File: src/rtl/collision_probe.sv
// Per-frame ball collision detector: samples the object mask at four probe points
// on the ball's bounding box and publishes the frame's hit flags with a strobe.
module collision_probe #(
   parameter int unsigned BALL_SIZE   = 8,
   parameter int unsigned REPORT_LINE = 480,
   parameter int unsigned H_MAX       = 799,
   parameter int unsigned V_MAX       = 524
) (
   input  logic       clk,
   input  logic       rst,
   input  logic       pix_en,
   input  logic       valid,
   input  logic [9:0] h_cnt,
   input  logic [9:0] v_cnt,
   input  logic       obj_mask,
   input  logic [9:0] ballX,
   input  logic [9:0] ballY,
   output logic       coll_left,
   output logic       coll_right,
   output logic       coll_top,
   output logic       coll_bottom,
   output logic       coll_strobe,
   input  logic       coll_ack
);

   localparam logic [10:0] HALF  = 11'(BALL_SIZE / 2);
   localparam logic [10:0] SIZE  = 11'(BALL_SIZE);
   localparam logic [10:0] HLIM  = 11'(H_MAX);
   localparam logic [10:0] VLIM  = 11'(V_MAX);
   localparam logic [9:0]  RLINE = 10'(REPORT_LINE);

   typedef enum logic [1:0] {
      WAIT_FRAME,
      SCAN,
      REPORT
   } state_t;

   state_t     state_q;
   logic [9:0] bx_q, by_q;
   logic [3:0] acc_q;     // {left, right, top, bottom}
   logic [3:0] flags_q;
   logic       strobe_q;

   logic [10:0] h11, v11, bx11, by11;
   logic [3:0]  hit_vec;
   logic        frame_start, report_pix;

   // Probes beyond the frame limits never match, so no wrap-around hits occur.
   function automatic logic at_probe(input logic [10:0] px, input logic [10:0] py,
                                     input logic [10:0] hh, input logic [10:0] vv);
      return (px <= HLIM) && (py <= VLIM) && (hh == px) && (vv == py);
   endfunction

   always_comb begin
      h11  = {1'b0, h_cnt};
      v11  = {1'b0, v_cnt};
      bx11 = {1'b0, bx_q};
      by11 = {1'b0, by_q};
      hit_vec    = '0;
      hit_vec[3] = at_probe(bx11,        by11 + HALF, h11, v11);
      hit_vec[2] = at_probe(bx11 + SIZE, by11 + HALF, h11, v11);
      hit_vec[1] = at_probe(bx11 + HALF, by11,        h11, v11);
      hit_vec[0] = at_probe(bx11 + HALF, by11 + SIZE, h11, v11);
      frame_start = pix_en && (h_cnt == '0) && (v_cnt == '0);
      report_pix  = pix_en && (h_cnt == '0) && (v_cnt == RLINE);
   end

   always_ff @(posedge clk) begin
      if (rst) begin
         state_q  <= WAIT_FRAME;
         bx_q     <= '0;
         by_q     <= '0;
         acc_q    <= '0;
         flags_q  <= '0;
         strobe_q <= 1'b0;
      end else begin
         strobe_q <= 1'b0;
         if (coll_ack)
            flags_q <= '0;
         unique case (state_q)
            WAIT_FRAME: begin
               if (frame_start) begin
                  bx_q    <= ballX;
                  by_q    <= ballY;
                  acc_q   <= '0;
                  state_q <= SCAN;
               end
            end
            SCAN: begin
               // A fresh frame start without a report line restarts the scan.
               if (frame_start) begin
                  bx_q  <= ballX;
                  by_q  <= ballY;
                  acc_q <= '0;
               end else if (pix_en) begin
                  if (valid && obj_mask)
                     acc_q <= acc_q | hit_vec;
                  if (report_pix)
                     state_q <= REPORT;
               end
            end
            REPORT: begin
               flags_q  <= acc_q;
               strobe_q <= 1'b1;
               state_q  <= WAIT_FRAME;
            end
            default: state_q <= WAIT_FRAME;
         endcase
      end
   end

   assign coll_left   = flags_q[3];
   assign coll_right  = flags_q[2];
   assign coll_top    = flags_q[1];
   assign coll_bottom = flags_q[0];
   assign coll_strobe = strobe_q;

endmodule

File: config.mk
export PLATFORM = sky130hd
export DESIGN_NAME = collision_probe
export DESIGN_NICKNAME = d
export VERILOG_FILES = /design/src/rtl/collision_probe.sv
export SDC_FILE = /design/constraint.sdc
export NUM_CORES = 1
export LEC_CHECK = 0
export BUFFER_PORTS_ARGS = -buffer_cell sky130_fd_sc_hd__buf_4
export CELL_PAD_IN_SITES_DETAIL_PLACEMENT = 1
export CELL_PAD_IN_SITES_GLOBAL_PLACEMENT = 1
export CORE_UTILIZATION = 34
export DETAILED_ROUTE_END_ITERATION = 12
export PLACE_DENSITY = 0.73
export SLEW_MARGIN = 30
export SYNTH_ARGS = -nofsm -noshare
export SYNTH_HDL_FRONTEND = slang
export SYNTH_SLANG_ARGS = --single-unit
File: constraint.sdc
create_clock -name clk -period 3.9 [get_ports clk]
set_input_delay 0 -clock clk [delete_from_list [all_inputs] [get_ports clk]]
set_output_delay 0 -clock clk [all_outputs]
set_load 0.01 [all_outputs]
# After elaboration in Yosys (flattened, before gate mapping)
# Index checks and enable logic that the tools add are counted.
[totals]
register_bits = 31
latch_bits = 0
mem_bits_rw = 0
romBits = 0
word_cells = 70
memories = 0
[op_classes]
addsub = 4
multipliers = 0
div_mod_pow = 0
magnitude_cmp = 6
eq_ne = 15
n_shift = 0
muxes = 13
bitwise_logic = 1
n_reduce_logical = 25
[op_table]
columns = ["cell", "count"]
rows = [
  ["10-bit by 11-bit equality test with 1-bit output", 4],
  ["11-bit by 10-bit less-or-equal comparator with 1-bit output, second input constant", 4],
  ["4-bit two-way mux", 6],
  ["10-bit by 3-bit adder with 11-bit output, second input constant", 2],
  ["10-bit by 4-bit adder with 11-bit output, second input constant", 2],
  ["10-bit equality test", 2],
  ["10-bit less-or-equal comparator, second input constant", 2],
  ["10-bit zero test", 2],
  ["1-bit logical AND", 16],
  ["10-bit by 9-bit equality test with 1-bit output, second input constant", 1],
  ["2-bit two-way mux", 4],
  ["2-bit inequality test, second input constant", 4],
  ["4-bit one-hot mux with 2 select lines", 1],
  ["4-bit AND reduction", 2],
  ["3-bit inequality test, second input constant", 2],
  ["4-bit bitwise OR", 1],
  ["2-bit one-hot mux with 2 select lines", 1],
  ["2-bit nonzero test", 2],
  ["2-bit by 1-bit equality test with 1-bit output, second input constant", 1],
  ["2-bit equality test, second input constant", 1],
  ["2-bit zero test", 1],
  ["2-bit AND reduction", 1],
  ["2-bit OR reduction", 1],
  ["1-bit two-way mux", 1],
]

# Longest topological paths before layout
[logic_depth]
depth_word = 10
mapped_depth = 9

# Worst setup path after synthesis
# OpenSTA, ideal clock, no wires.
[synth_timing]
path_type = "register -> register"
startpoint = "reg by_q[3]"
endpoint = "reg acc_q[2]"
arrival_time_ns = 1.953
required_ns = 3.785
path_slack_ns = 1.833
path_stages_with_launch = 10
period_less_slack_ns = 2.067
path_cell_list = "dfxtp_1 ha_1 clkbuf_1 nand4_1 nor2_1 xnor3_1 and4_1 nand4_1 nor3_1 o21a_1"
[synth_via]
elab_chain_cells = 10
word_cells_on_any_way = 11
[synth_rtl]
columns = ["item", "line_no", "source"]
rows = [
  ["start, declared", "39", "logic [9:0] bx_q, by_q;"],
  ["start signal, assigned", "84", "by_q <= ballY;"],
  ["start signal, assigned", "93", "by_q <= ballY;"],
  ["10-bit by 3-bit adder with 11-bit output *", "61", "hit_vec[2] = at_probe(bx11 + SIZE, by11 + HALF, h11, v11);"],
  ["11-bit by 10-bit less-or-equal comparator with 1-bit output", "51", "return (px <= HLIM) && (py <= VLIM) && (hh == px) && (vv == py);"],
  ["1-bit logical AND (2 in series)", "51", ""],
  ["1-bit logical AND *", "51", ""],
  ["4-bit bitwise OR *", "97", "acc_q <= acc_q | hit_vec;"],
  ["4-bit two-way mux *", "96", "if (valid && obj_mask)"],
  ["4-bit two-way mux *", "95", "end else if (pix_en) begin"],
  ["4-bit two-way mux *", "91", "if (frame_start) begin"],
  ["4-bit one-hot mux with 2 select lines *", "80", "unique case (state_q)"],
  ["end signal, assigned", "97", ""],
  ["end, declared", "40", "logic [3:0] acc_q;"],
]
# Mark *: on every way between the ends. The rest lies on a longest branch, timed or not. The select of a mux whose other input is x is not followed.
# A chain may end at the register's enable or synchronous reset.

# Worst setup path after layout
[layout_timing]
startpoint = "reg bx_q[4]"
endpoint = "reg acc_q[0]"
[layout_via]
elab_chain_cells = 10
word_cells_on_any_way = 11
[layout_rtl]
columns = ["item", "line_no", "source"]
rows = [
  ["start, declared", "39", ""],
  ["start signal, assigned", "83", "bx_q <= ballX;"],
  ["start signal, assigned", "92", "bx_q <= ballX;"],
  ["10-bit by 3-bit adder with 11-bit output *", "63", "hit_vec[0] = at_probe(bx11 + HALF, by11 + SIZE, h11, v11);"],
  ["11-bit by 10-bit less-or-equal comparator with 1-bit output", "51", ""],
  ["1-bit logical AND", "51", ""],
  ["1-bit logical AND * (2 in series)", "51", ""],
  ["4-bit bitwise OR *", "97", ""],
  ["4-bit two-way mux *", "96", ""],
  ["4-bit two-way mux *", "95", ""],
  ["4-bit two-way mux *", "91", ""],
  ["4-bit one-hot mux with 2 select lines *", "80", ""],
]
# Marks and branches as above.

==> impl_metrics.tcl <==
set metrics [dict create \
    hp-start "v_cnt[8]" \
    rr_endpoint "acc_q[0]" \
    p_int_uw 584.8 \
    track_usage 0.2109 \
    post-route-util 0.4435 \
    critical_path.reg2reg.startpoint "bx_q[4]" \
    hpwl_um 6338 \
    antenna_found_initial 0 \
    synth_flop_cell "dfxtp_1" \
    fin_ws_ns 1.365 \
    seq_power_share 0.414 \
    hold-worst-slack_ns 0.008007 \
    gpl.final_weighted_congestion 0.8540 \
    grt_pass1_wl_um 14010 \
    fin_skew_ns 0.007638 \
    clkSlewWorstSetupHoldPaths_ns 0.07 \
    postRouteAntennaNets 0 \
    synth_edf_count 0 \
    synthCells 360 \
    dieHeight_um 91.55 \
    critical_path_arrival_ns 2.72 \
    crit_chain "ha_1, nand3_1, or3_1, a21oi_1, nor3_2, nand3_1, and4b_1, o21a_1" \
    async_flop_share 0 \
    ir_worst_vdd_mv 0.1679 \
    swShare 0.2343 \
    critPathMaxFanout 11 \
    rr_worst_depth 8 \
    cts_made_buffers 5 \
    grt_pass1_vias 2837 \
    wl_per_cell_um 16.34 \
    dp.cells 485 \
    drt_iter0_drc 156 \
    cts_max_path_buffers 2 \
    fin_cells 513 \
    tns_ns 0 \
    required_ns 4.08 \
    ios 51 \
    multi_input_area_um2 1944 \
    post_dp_cell_area_um2 3109 \
    synth_cell_types 54 \
    cp_slowest_stage_delay_ns 0.55 \
    rsz0062_at_grt "no" \
    post-place-ws_ns 1.415 \
    fillers 971 \
    cp-start-kind "register" \
    ys_ff_latch 31 \
    min_to "state_q[1]" \
    syn_to_final_growth_pct 25.70 \
    vias_per_cell 5.602 \
    num_rows 32 \
    core-area_um2 7727 \
    wl_um 8383 \
    syn_area_um2 2726 \
    worst_path_max_delay_cell "dfxtp_1" \
    p_comb_frac 0.148 \
    insertion_delay_ns 0.29 \
    slew_headroom 0.5181 \
    drc_errors 0 \
    fmax_mhz 394.5 \
    clockPowerShare 0.438 \
    worstSetupPathType "reg2reg" \
    fin_crit_ns 2.535 \
    cts_resized 0 \
    syn_nets 416 \
    overflow 0 \
    avgSynthCellArea_um2 7.573 \
    worstSetupEndpointType "register" \
    num_vias 2874 \
    tightest_slew_ns 0.7214 \
    power.leakage_nw 1.247 \
    first_pass_iters 4 \
    htree_levels 2 \
    clockRootBuffer "clkbuf_8" \
    status "complete, no violations" \
    finalHoldViolCount 0 \
    maxCapViolCount 0 \
    yosys_warnings 0 \
    grt_max_degree 28 \
    cts_tree "built" \
    drive_above_1_share 0.1582 \
    total_power_uw 763.8 \
    crit_top_cell "nand3_1" \
    port_buffers 50 \
    p_per_area_nw_per_um2 222.9 \
    initial_utilization 0.3528 \
    die_area_um2 8380 \
    diodes 0 \
    final_nets 466 \
    p_sw_uw 179.0 \
    slew_violations 0 \
    design_area_um2 3427 \
    hold_class "in2reg" \
    die_w_um 91.55 \
    seq_area_um2 620.6 \
    setup_viol 0 \
    reg2reg_slack_ns 1.37 \
    min_period_over_period 0.6499 \
    yosysSeqAreaShare 0.2276 \
    holdPathStages 3 \
    clkSinkCount 31 \
]
==> synthesized netlist by cell type (all sizes together) (3+ instances only) <==
library cell   n  area (um2)
o21a           3       22.52
nor3          12       70.07
and3           3       18.77
ha            10       125.1
o21ai         12       60.05
nand2         23       86.33
nand4         11       68.82
nand2b         3       18.77
buf           15       81.32
inv            9       33.78
nor2          45       168.9
a2111oi        3       32.53
nor2b          6       37.54
clkbuf        13       48.80
a21oi         19       95.09
nand3         19       100.1
a211oi         5       37.54
mux2i         21       210.2
nor4          14       87.58
xor2          19       166.4
dfxtp         31       620.6
o22ai          3       18.77
xnor2         22       192.7
nor3b          6       45.04
==> worst max path at each step <==
stage | start | endpoint | slack, ns | cells past startpoint
3_5_place_dp | by_q[4] | acc_q[3] | 1.41 | 8
3_3_place_gp | by_q[4] | acc_q[3] | 1.46 | 8
2_1_floorplan | by_q[3] | acc_q[2] | 1.83 | 9
4_1_cts | bx_q[4] | acc_q[0] | 1.40 | 8
5_1_grt | by_q[4] | acc_q[2] | 1.22 | 8
6_report | bx_q[4] | acc_q[0] | 1.37 | 8
==> cells by family after synthesis <==
logic type,share of synthesized area
flops,0.2276
mux,0.08123
simple gates,0.3038
fa+ha+maj,0.04589
xor+xnor,0.1400
buf+inv,0.06012
compound gates,0.1413
==> flip-flops by register name, summed over array words and instances, names as in the netlist <==
signal,flops
by_q,10
flags_q,4
acc_q,4
bx_q,10
state_q,2
coll_strobe,1
==> power by group through the flow <==
stage,sequential [mW],combinational [mW],clock [mW]
final,0.316,0.113,0.334
after global routing,0.316,0.123,0.357
after detailed placement,0.324,0.0971,0
after global placement,0.324,0.0953,0
after floorplan,0.324,0.0419,0
after CTS,0.316,0.113,0.345
==> routing by layer <==
layer,part of all wire,GRT usage,vias up,routed length [um]
li1,-,-,1384,-
met1,0.45,0.2594,1396,3754
met5,0,0,-,0
met2,0.48,0.3647,80,4034
met4,0.020,0.06746,0,167
met3,0.051,0.04355,14,427
==> cell type report <==
class / instances / share of cell area
clock buffer: 6 / 0.02410
inverter: 9 / 0.009858
clock inverter: 2 / 0.01022
sequential: 31 / 0.1811
multi-input combinational: 292 / 0.5674
tap: 102 / 0.03724
timing repair buffer: 71 / 0.1701
==> what timing repair did <==
action,4_1_cts,5_1_grt
endpoints found under the hold margin,20,0
hold buffers,20,0
setup buffers,0,0
==> critical path, delay by kind of cell (launching register included) <==
kind / cells / cell delay, ns
AO/OA/AOI/OAI: 2 / 0.39
flip-flops: 1 / 0.55
AND/OR/NAND/NOR: 5 / 1.01
adder cells (fa/ha/maj): 1 / 0.48
==> layout by cell type, fill, tap and decap left out, types with 6 or more instances in the layout <==
master         Yosys  final
buf_4              3     51
nor2_1            45     44
dfxtp_1           31     31
nand2_1           23     23
xnor2_1           22     22
mux2i_1           21     21
dlygate4sd3_1      0     20
a21oi_1           19     19
xor2_1            19     19
nand3_1           18     18
nor4_1            14     14
nand4_1           11     11
o21ai_0           11     11
nor3_1            10     10
ha_1              10     10
inv_1              9      9
nor2b_1            6      6
nor3b_1            6      6
clkbuf_8           0      6
No activity file was read; power rests on OpenSTA's default activity.
